**src/rtl/sipo_receiver.sv**
```systemverilog
// LSB-first serial-to-parallel receiver framed by the transmitter's SL strobe.
// Completed words go to a one-deep valid/ready output slot; framing errors and overruns pulse.
module sipo_receiver #(
  parameter int WIDTH = 12
) (
  input  logic             clk,
  input  logic             rst,
  input  logic             SL,
  input  logic             serial_in,
  input  logic             data_ready,
  output logic [WIDTH-1:0] data_out,
  output logic             data_valid,
  output logic             busy,
  output logic             frame_err,
  output logic             overrun
);

  localparam int CW = $clog2(WIDTH);
  localparam logic [CW-1:0] LAST = CW'(WIDTH - 1);

  typedef enum logic {
    IDLE  = 1'b0,
    SHIFT = 1'b1
  } state_t;

  state_t           state, state_next;
  logic [CW-1:0]    cnt, cnt_next;
  logic [WIDTH-1:0] shreg, shreg_next;
  logic [WIDTH-1:0] new_word;
  logic [WIDTH-1:0] data_out_next;
  logic             data_valid_next;
  logic             frame_err_next;
  logic             overrun_next;
  logic             complete;

  assign new_word = {serial_in, shreg[WIDTH-1:1]};
  // busy comes straight from the state register and doubles as the FSM debug view.
  assign busy     = (state == SHIFT);

  always_ff @(posedge clk or posedge rst) begin
    if (rst) begin
      state <= IDLE;
      cnt   <= '0;
      shreg <= '0;
    end else begin
      state <= state_next;
      cnt   <= cnt_next;
      shreg <= shreg_next;
    end
  end

  always_comb begin
    state_next     = state;
    cnt_next       = cnt;
    shreg_next     = shreg;
    frame_err_next = 1'b0;
    complete       = 1'b0;
    case (state)
      IDLE: begin
        if (SL) begin
          state_next = SHIFT;
          cnt_next   = '0;
        end
      end
      SHIFT: begin
        if (cnt == LAST) begin
          // Final bit: a coincident SL is a gapless next word, not an error.
          complete   = 1'b1;
          shreg_next = new_word;
          cnt_next   = '0;
          state_next = SL ? SHIFT : IDLE;
        end else if (SL) begin
          frame_err_next = 1'b1;
          cnt_next       = '0;
          shreg_next     = '0;
        end else begin
          shreg_next = new_word;
          cnt_next   = cnt + 1'b1;
        end
      end
      default: begin
        state_next = IDLE;
        cnt_next   = '0;
      end
    endcase
  end

  // Output handshake: a word transfers on any rising edge where data_valid and
  // data_ready are both high; data_valid stays high until that edge and
  // data_out is stable while data_valid is high.
  always_comb begin
    data_out_next   = data_out;
    data_valid_next = data_valid;
    overrun_next    = 1'b0;
    if (complete) begin
      if (!data_valid || data_ready) begin
        data_out_next   = new_word;
        data_valid_next = 1'b1;
      end else begin
        overrun_next = 1'b1;
      end
    end else if (data_valid && data_ready) begin
      data_valid_next = 1'b0;
    end
  end

  always_ff @(posedge clk or posedge rst) begin
    if (rst) begin
      data_out   <= '0;
      data_valid <= 1'b0;
      frame_err  <= 1'b0;
      overrun    <= 1'b0;
    end else begin
      data_out   <= data_out_next;
      data_valid <= data_valid_next;
      frame_err  <= frame_err_next;
      overrun    <= overrun_next;
    end
  end

endmodule
```
**config.mk**
```make
export PLATFORM = sky130hd
export DESIGN_NAME = sipo_receiver
export DESIGN_NICKNAME = d
export VERILOG_FILES = /design/src/rtl/sipo_receiver.sv
export SDC_FILE = /design/constraint.sdc
export NUM_CORES = 1
export LEC_CHECK = 0
export CAP_MARGIN = 20
export CORE_AREA = 2 2 70 72
export CTS_CLUSTER_DIAMETER = 50
export CTS_CLUSTER_SIZE = 8
export DETAILED_ROUTE_END_ITERATION = 12
export DIE_AREA = 0 0 72 74
export PLACE_DENSITY = 0.54
export RECOVER_POWER = 25
export SLEW_MARGIN = 20
export SYNTH_ARGS = -nofsm -noshare
export SYNTH_HDL_FRONTEND = slang
export SYNTH_SLANG_ARGS = --single-unit
```
**constraint.sdc**
```tcl
create_clock -name clk -period 2.5 [get_ports clk]
set_clock_uncertainty 0.1 [all_clocks]
set_input_delay 0.625 -clock clk [delete_from_list [all_inputs] [get_ports clk]]
set_output_delay 0.625 -clock clk [all_outputs]
set_load 0.01 [all_outputs]
```
==> results of run 1 <==
[how the worst max path moves through the flow]
stage                        endpoint  slack, ns  cells past startpoint
after floorplan           data_out[0]       0.91                      4
after detailed placement  data_out[5]       0.32                      5
after global routing             busy       0.27                      1
final                            busy       0.35                      1
after CTS                        busy       0.32                      1
after global placement    data_out[5]       0.33                      5
[per-stage QoR]
| step | util (%) | instances |
|---|---|---|
| floorplan | - | 95 |
| global placement | 34.2 | 168 |
| detailed placement | 34.2 | 168 |
| CTS | 36.4 | 176 |
| global route | 36.3 | 176 |
| finish | 36.3 | 176 |
[where the power goes]
group	total [uW]	internal (uW)	leakage, uW	switching [uW]
clock	427	251	0.0000515	176
combinational	58.3	31.3	0.000370	27.1
sequential	524	514	0.000417	9.67
[routing by layer]
| metal | part of all wire (%) | global-route usage, % | wire, um |
|---|---|---|---|
| met5 | 0 | 0 | 0 |
| met4 | 1.9 | 5.66 | 42 |
| met3 | 4.5 | 3.25 | 98 |
| met1 | 47 | 11.7 | 1020 |
| met2 | 46 | 14.3 | 999 |
[cell type report]
type	count	area (um^2)	share of cell area, %
clock buffer	8	100	5.99
inverter	1	3.75	0.225
multi-input combinational	59	503	30.1
sequential	31	776	46.4
tap	54	67.6	4.04
timing repair buffer	23	220	13.2
[layout by cell type (no fill, tap or decap)]
master	count
clkbuf_2	1
and3_1	1
buf_4	2
or3b_2	1
ha_1	1
mux2i_1	12
mux2_4	10
nand2b_1	3
clkdlybuf4s50_1	19
clkbuf_8	7
o31ai_1	1
a21oi_1	2
dfrtp_1	31
o21ai_0	2
dlygate4sd3_1	1
nand3_1	1
mux2_2	2
nand3b_1	1
clkbuf_1	1
nand2_1	4
nor2_1	14
and4b_2	1
nor2b_4	1
inv_1	1
a21boi_0	1
nand4b_4	1
[synthesized netlist by cell type (all sizes together)]
library cell	instances
nor2b	1
mux2i	12
mux2	12
a21boi	1
nor2	14
nand2	4
and3	1
a21oi	2
nand2b	3
o31ai	1
dfrtp	31
or3b	1
nand3	1
and4b	1
inv	1
o21ai	2
nand4b	1
buf	4
nand3b	1
ha	1
[state kept, by name, summed over array words and instances (netlist names)]
signal,cells
cnt,4
data_out,12
data_valid,1
busy,1
shreg,11
overrun,1
frame_err,1
[kinds of logic after synthesis]
family	after synthesis
flip-flops	31
adder cells (fa/ha/maj)	1
multiplexers	24
AND/OR/NAND/NOR	28
AO/OA/AOI/OAI	6
buffers and inverters	5
==> run summary, run 1 <==
Tmin final: 2.15 ns
total number of vias: 769
Max-Cap Viols: 0
die area: 5330 um^2
post-synthesis mux area share: 22.2%
RR Startpoint: cnt[0]
CP cell instances: clkdlybuf4s50_1
clock latency on the worst-skew pair: 0.28 ns
largest net degree at the start of global routing: 32
pre-CTS WS: 0.321 ns
sequential element share of the synthesized area: 58.8%
Die Height: 74 um
dpl cell area: 1570 um^2
worst hold-check slack: 0.411 ns
final hold violation count: 0
post-CTS setup buffer count: 0
crit path capture type: output port
max-slew violations: 0
simple logic cell fraction of the synthesized area: 12.3%
Starting Density: 28.7%
H-tree levels: 2
Unique masters post-synth: 23
Synth Net Count: 101
Area growth syn-to-layout: 26.5%
CTS buffer count: 5
synth top area cells: dfrtp_1 59%, mux2_4 11%, mux2i_1 9.1%, nor2_1 4.0%, nand4b_4 1.8%
Detail Placement HPWL: 1460 um
top cell type's share of synthesized area: 58.8%
Post-Synthesis Cells: 95
num ports: 21
CTS resizes: 0
Hold WC Path Type: register to register
TritonRoute pass-1 iters: 4
layout cell share with drive strength beyond 1: 21.3%
CP max FO: 11
xor/xnor share of the synthesized area: 0%
WHS Path Cells: 1
maximum vdd drop: 301 uV
CP top delay family: buffers and inverters
# hold bufs at CTS: 0
RSZ-0062 raised after global routing: false
Max Freq: 465 MHz
CP max stage delay: 0.61 ns
Reg2Reg Setup Slack: 0.75 ns
WP buf/inv: 1
number of fill cells: 441
reg-to-reg critical path endpoint: data_out[5]
critical path class: register to output port
CTS tree: done
drt wl/cell: 12.3 um
core area: 4600 um^2
post-layout instance area: 1670 um^2
Final nets: 127
status: complete, no violations
cell taking the most area after synthesis: dfrtp_1
mapped cell area: 1320 um^2
Yosys reg bits: 31
Compound-Gate Fraction of Synth Area: 2.65%
first-pass GRT wire length: 3760 um
drt drc: 0
grt total ovfl: 0
Slew headroom: 49.8%
Synth Area in Adders: 0.948%
Crit-path slowest cell: clkdlybuf4s50_1
Synth warnings: 0
CP Launch Point: busy
vias in the first global route: 797
routability cong.: 0.735
Reg clk slew, reported paths: 0.07 ns
CP Data Required Time: 1.77 ns
CP arrival: 1.43 ns
Total GRT Usage: 9.45%
Pwr per Cell Area: 604 nW/um^2
HP Start: data_out[1]
Hold EP: data_out[1]
crit share post-route: 86.0%
post-route ant nets: 0
DR iter-0 viols: 17
CTS Sinks: 31
Pleak: 0.000839 uW
Port Buffers: 20
Via density: 4.37
initial antenna violation count: 0
worst r2r path cells: 5
syn avg cell area: 13.9 um^2
die width: 72 um
worst setup margin: 0.349 ns
Core Rows: 25
final setup fails: 0
Design Power: 1010 uW
worst slew pin tran: 0.753 ns
Max clock buf depth: 2
largest family of logic cells by synthesized area: multiplexers
clock root buffer: clkbuf_8
n_diodes: 0
WL final: 2160 um
startpoint class of the critical path: register
Sum Neg Setup Slack: 0 ns
(Power assumes the default switching activity.)
==> run 2: changes to the inputs <==
SETUP_SLACK_MARGIN = 0.3   (was not set)
==> run 2 against run 1 <==
  * Critical path depth did not move
  * First-iteration DRC count did not move
  * Power did not move
  * Global-route usage did not move
  * Worst hold slack did not move
  * Combinational power barely moved
  * Register-to-register slack barely moved
  * Setup slack improved by 0.11 ns
  * Sequential share of layout area barely moved
  * Die area did not move
  * Routed wire length did not move
  * Maximum frequency rose by 5.3%
==> run summary, run 2 (synthesis gave the netlist of run 1 again) <==
area occupied by multi-input gates: 503 um^2 (unchanged)
max FFs per register: 12 (unchanged)
vias in the first global route: 797 (unchanged)
routability cong.: 0.735 (unchanged)
TritonRoute pass-1 iters: 4 (unchanged)
Starting Density: 28.7% (unchanged)
critical path class: register to output port
status: complete, no violations
clock latency on the worst-skew pair: 0.28 ns (about the same)
worst slew pin tran: 0.753 ns (-0.000106 ns)
Sum Neg Setup Slack: 0 ns (unchanged)
max-slew violations: 0 (unchanged)
CTS tree: done
Pleak: 0.000839 uW (about the same)
WP buf/inv: 1 (unchanged)
Area growth syn-to-layout: 26.6% (about the same)
first-pass GRT wire length: 3760 um (unchanged)
Top Registers: data_out: 12 flops, shreg: 11 flops, cnt: 4 flops
Hold WC Path Type: register to register
RSZ-0062 raised after global routing: false
final hold violation count: 0 (unchanged)
Reg clk slew, reported paths: 0.07 ns (about the same)
Largest Register: data_out
CP max FO: 11 (unchanged)
post-layout util: 36.4% (about the same)
Total GRT Usage: 9.45% (unchanged)
drt drc: 0 (unchanged)
initial antenna violation count: 0 (unchanged)
Detail Placement HPWL: 1460 um (unchanged)
CP cell instances: clkdlybuf4s50_1
Slew headroom: 49.8% (about the same)
Die Height: 74 um (unchanged)
Port Buffers: 20 (unchanged)
CP max stage delay: 0.57 ns (-0.04 ns)
worst hold-check slack: 0.411 ns (unchanged)
commonest non-fill, non-tap cells in the layout: 30 x dfrtp_1, 19 x clkdlybuf4s50_1, 14 x nor2_1, 12 x mux2i_1, 10 x mux2_4
crit path capture type: output port
CTS buffer count: 5 (unchanged)
register area: 777 um^2 (+0.16%)
CP Data Required Time: 1.77 ns (about the same)
DR iter-0 viols: 17 (unchanged)
core area: 4600 um^2 (unchanged)
Max clock buf depth: 2 (unchanged)
n_diodes: 0 (unchanged)
number of fill cells: 442 (+0.23%)
die width: 72 um (unchanged)
grt total ovfl: 0 (unchanged)
post-route ant nets: 0 (unchanged)
Tmin final: 2.04 ns (-0.109 ns)
Final nets: 127 (unchanged)
largest net degree at the start of global routing: 32 (unchanged)
layout cell share with drive strength beyond 1: 22.1% (+0.82 points)
commonest non-fill, non-tap cell in the layout: dfrtp_1
Via density: 4.37 (unchanged)
CTS Sinks: 31 (unchanged)
final setup fails: 0 (unchanged)
H-tree levels: 2 (unchanged)
CP top delay family: buffers and inverters
maximum vdd drop: 301 uV (about the same)
Max Freq: 490 MHz (+5.3%)
total number of vias: 769 (unchanged)
Pwr per Cell Area: 604 nW/um^2 (about the same)
drt wl/cell: 12.3 um (unchanged)
startpoint class of the critical path: register
Core Rows: 25 (unchanged)
num ports: 21 (unchanged)
die area: 5330 um^2 (unchanged)
Design Power: 1010 uW (unchanged)
Crit-path slowest cell: clkdlybuf4s50_1
Max-Cap Viols: 0 (unchanged)
clock root buffer: clkbuf_8
crit share post-route: 81.7% (-4.3 points)
CP arrival: 1.32 ns (-0.11 ns)
WL final: 2160 um (unchanged)
## run 2: cell count changes in the layout (fill, tap and decap cells not counted)
cell / before / now
dfrtp_1: 31 / 30
dfrtp_2: 0 / 1
## run 2: worst reg2reg max path, stage by stage, from the launching register on
cell      delay [ns]
dfrtp_1         0.40
ha_1            0.27
nand4b_4        0.15
nor2b_4         0.12
buf_4           0.24
mux2_2          0.36
## run 2: per-layer routing
layer  part of all wire [%]  GRT usage, %  vias up
met5                      0             0        -
met3                    4.5          3.25        4
met1                     47          11.7      373
met4                    1.9          5.66        0
li1                       -             -      374
met2                     46          14.3       18
## run 2: final cells by class
| cell class | instances | area share, % |
|---|---|---|
| repair buffers | 23 | 13.2 |
| inverters | 1 | 0.225 |
| flip-flops and latches | 31 | 46.5 |
| well taps | 54 | 4.04 |
| multi-input cells | 59 | 30.1 |
| clock buffers | 8 | 5.99 |
## run 2: metrics by stage
step	std cells	setup slack, ns	instance area [um^2]
detailed placement	168	0.321	1570
floorplan	95	0.907	1320
global route	176	0.398	1670
global placement	168	0.333	1570
CTS	176	0.324	1670
finish	176	0.458	1670
## run 2: where the power goes
part | internal, uW | total (uW) | leakage (uW) | switching, uW
Clock | 251 | 427 | 0.0000515 | 176
Combinational | 31.3 | 58.3 | 0.000370 | 27.1
Sequential | 514 | 524 | 0.000417 | 9.67
## run 2: repair_timing
| action | in CTS | in global routing |
|---|---|---|
| hold buffers | 0 | 0 |
| endpoints found under the setup margin | 0 | 1 |
| setup buffers | 0 | 0 |
| resized for setup | 0 | 1 |
## run 2: path summary, 6_finish.rpt
path / start / end / slack (ns) / cells after the start
worst max-delay path: busy / busy / 0.46 / 1
worst min-delay path: data_out[1] / data_out[1] / 0.41 / 1
worst max register to register: cnt[0] / data_out[5] / 0.76 / 5
worst min register to register: data_out[1] / data_out[1] / 0.41 / 1
max in group asynchronous: rst / busy / 0.87 / 3
min in group asynchronous: rst / cnt[3] / 0.90 / 3
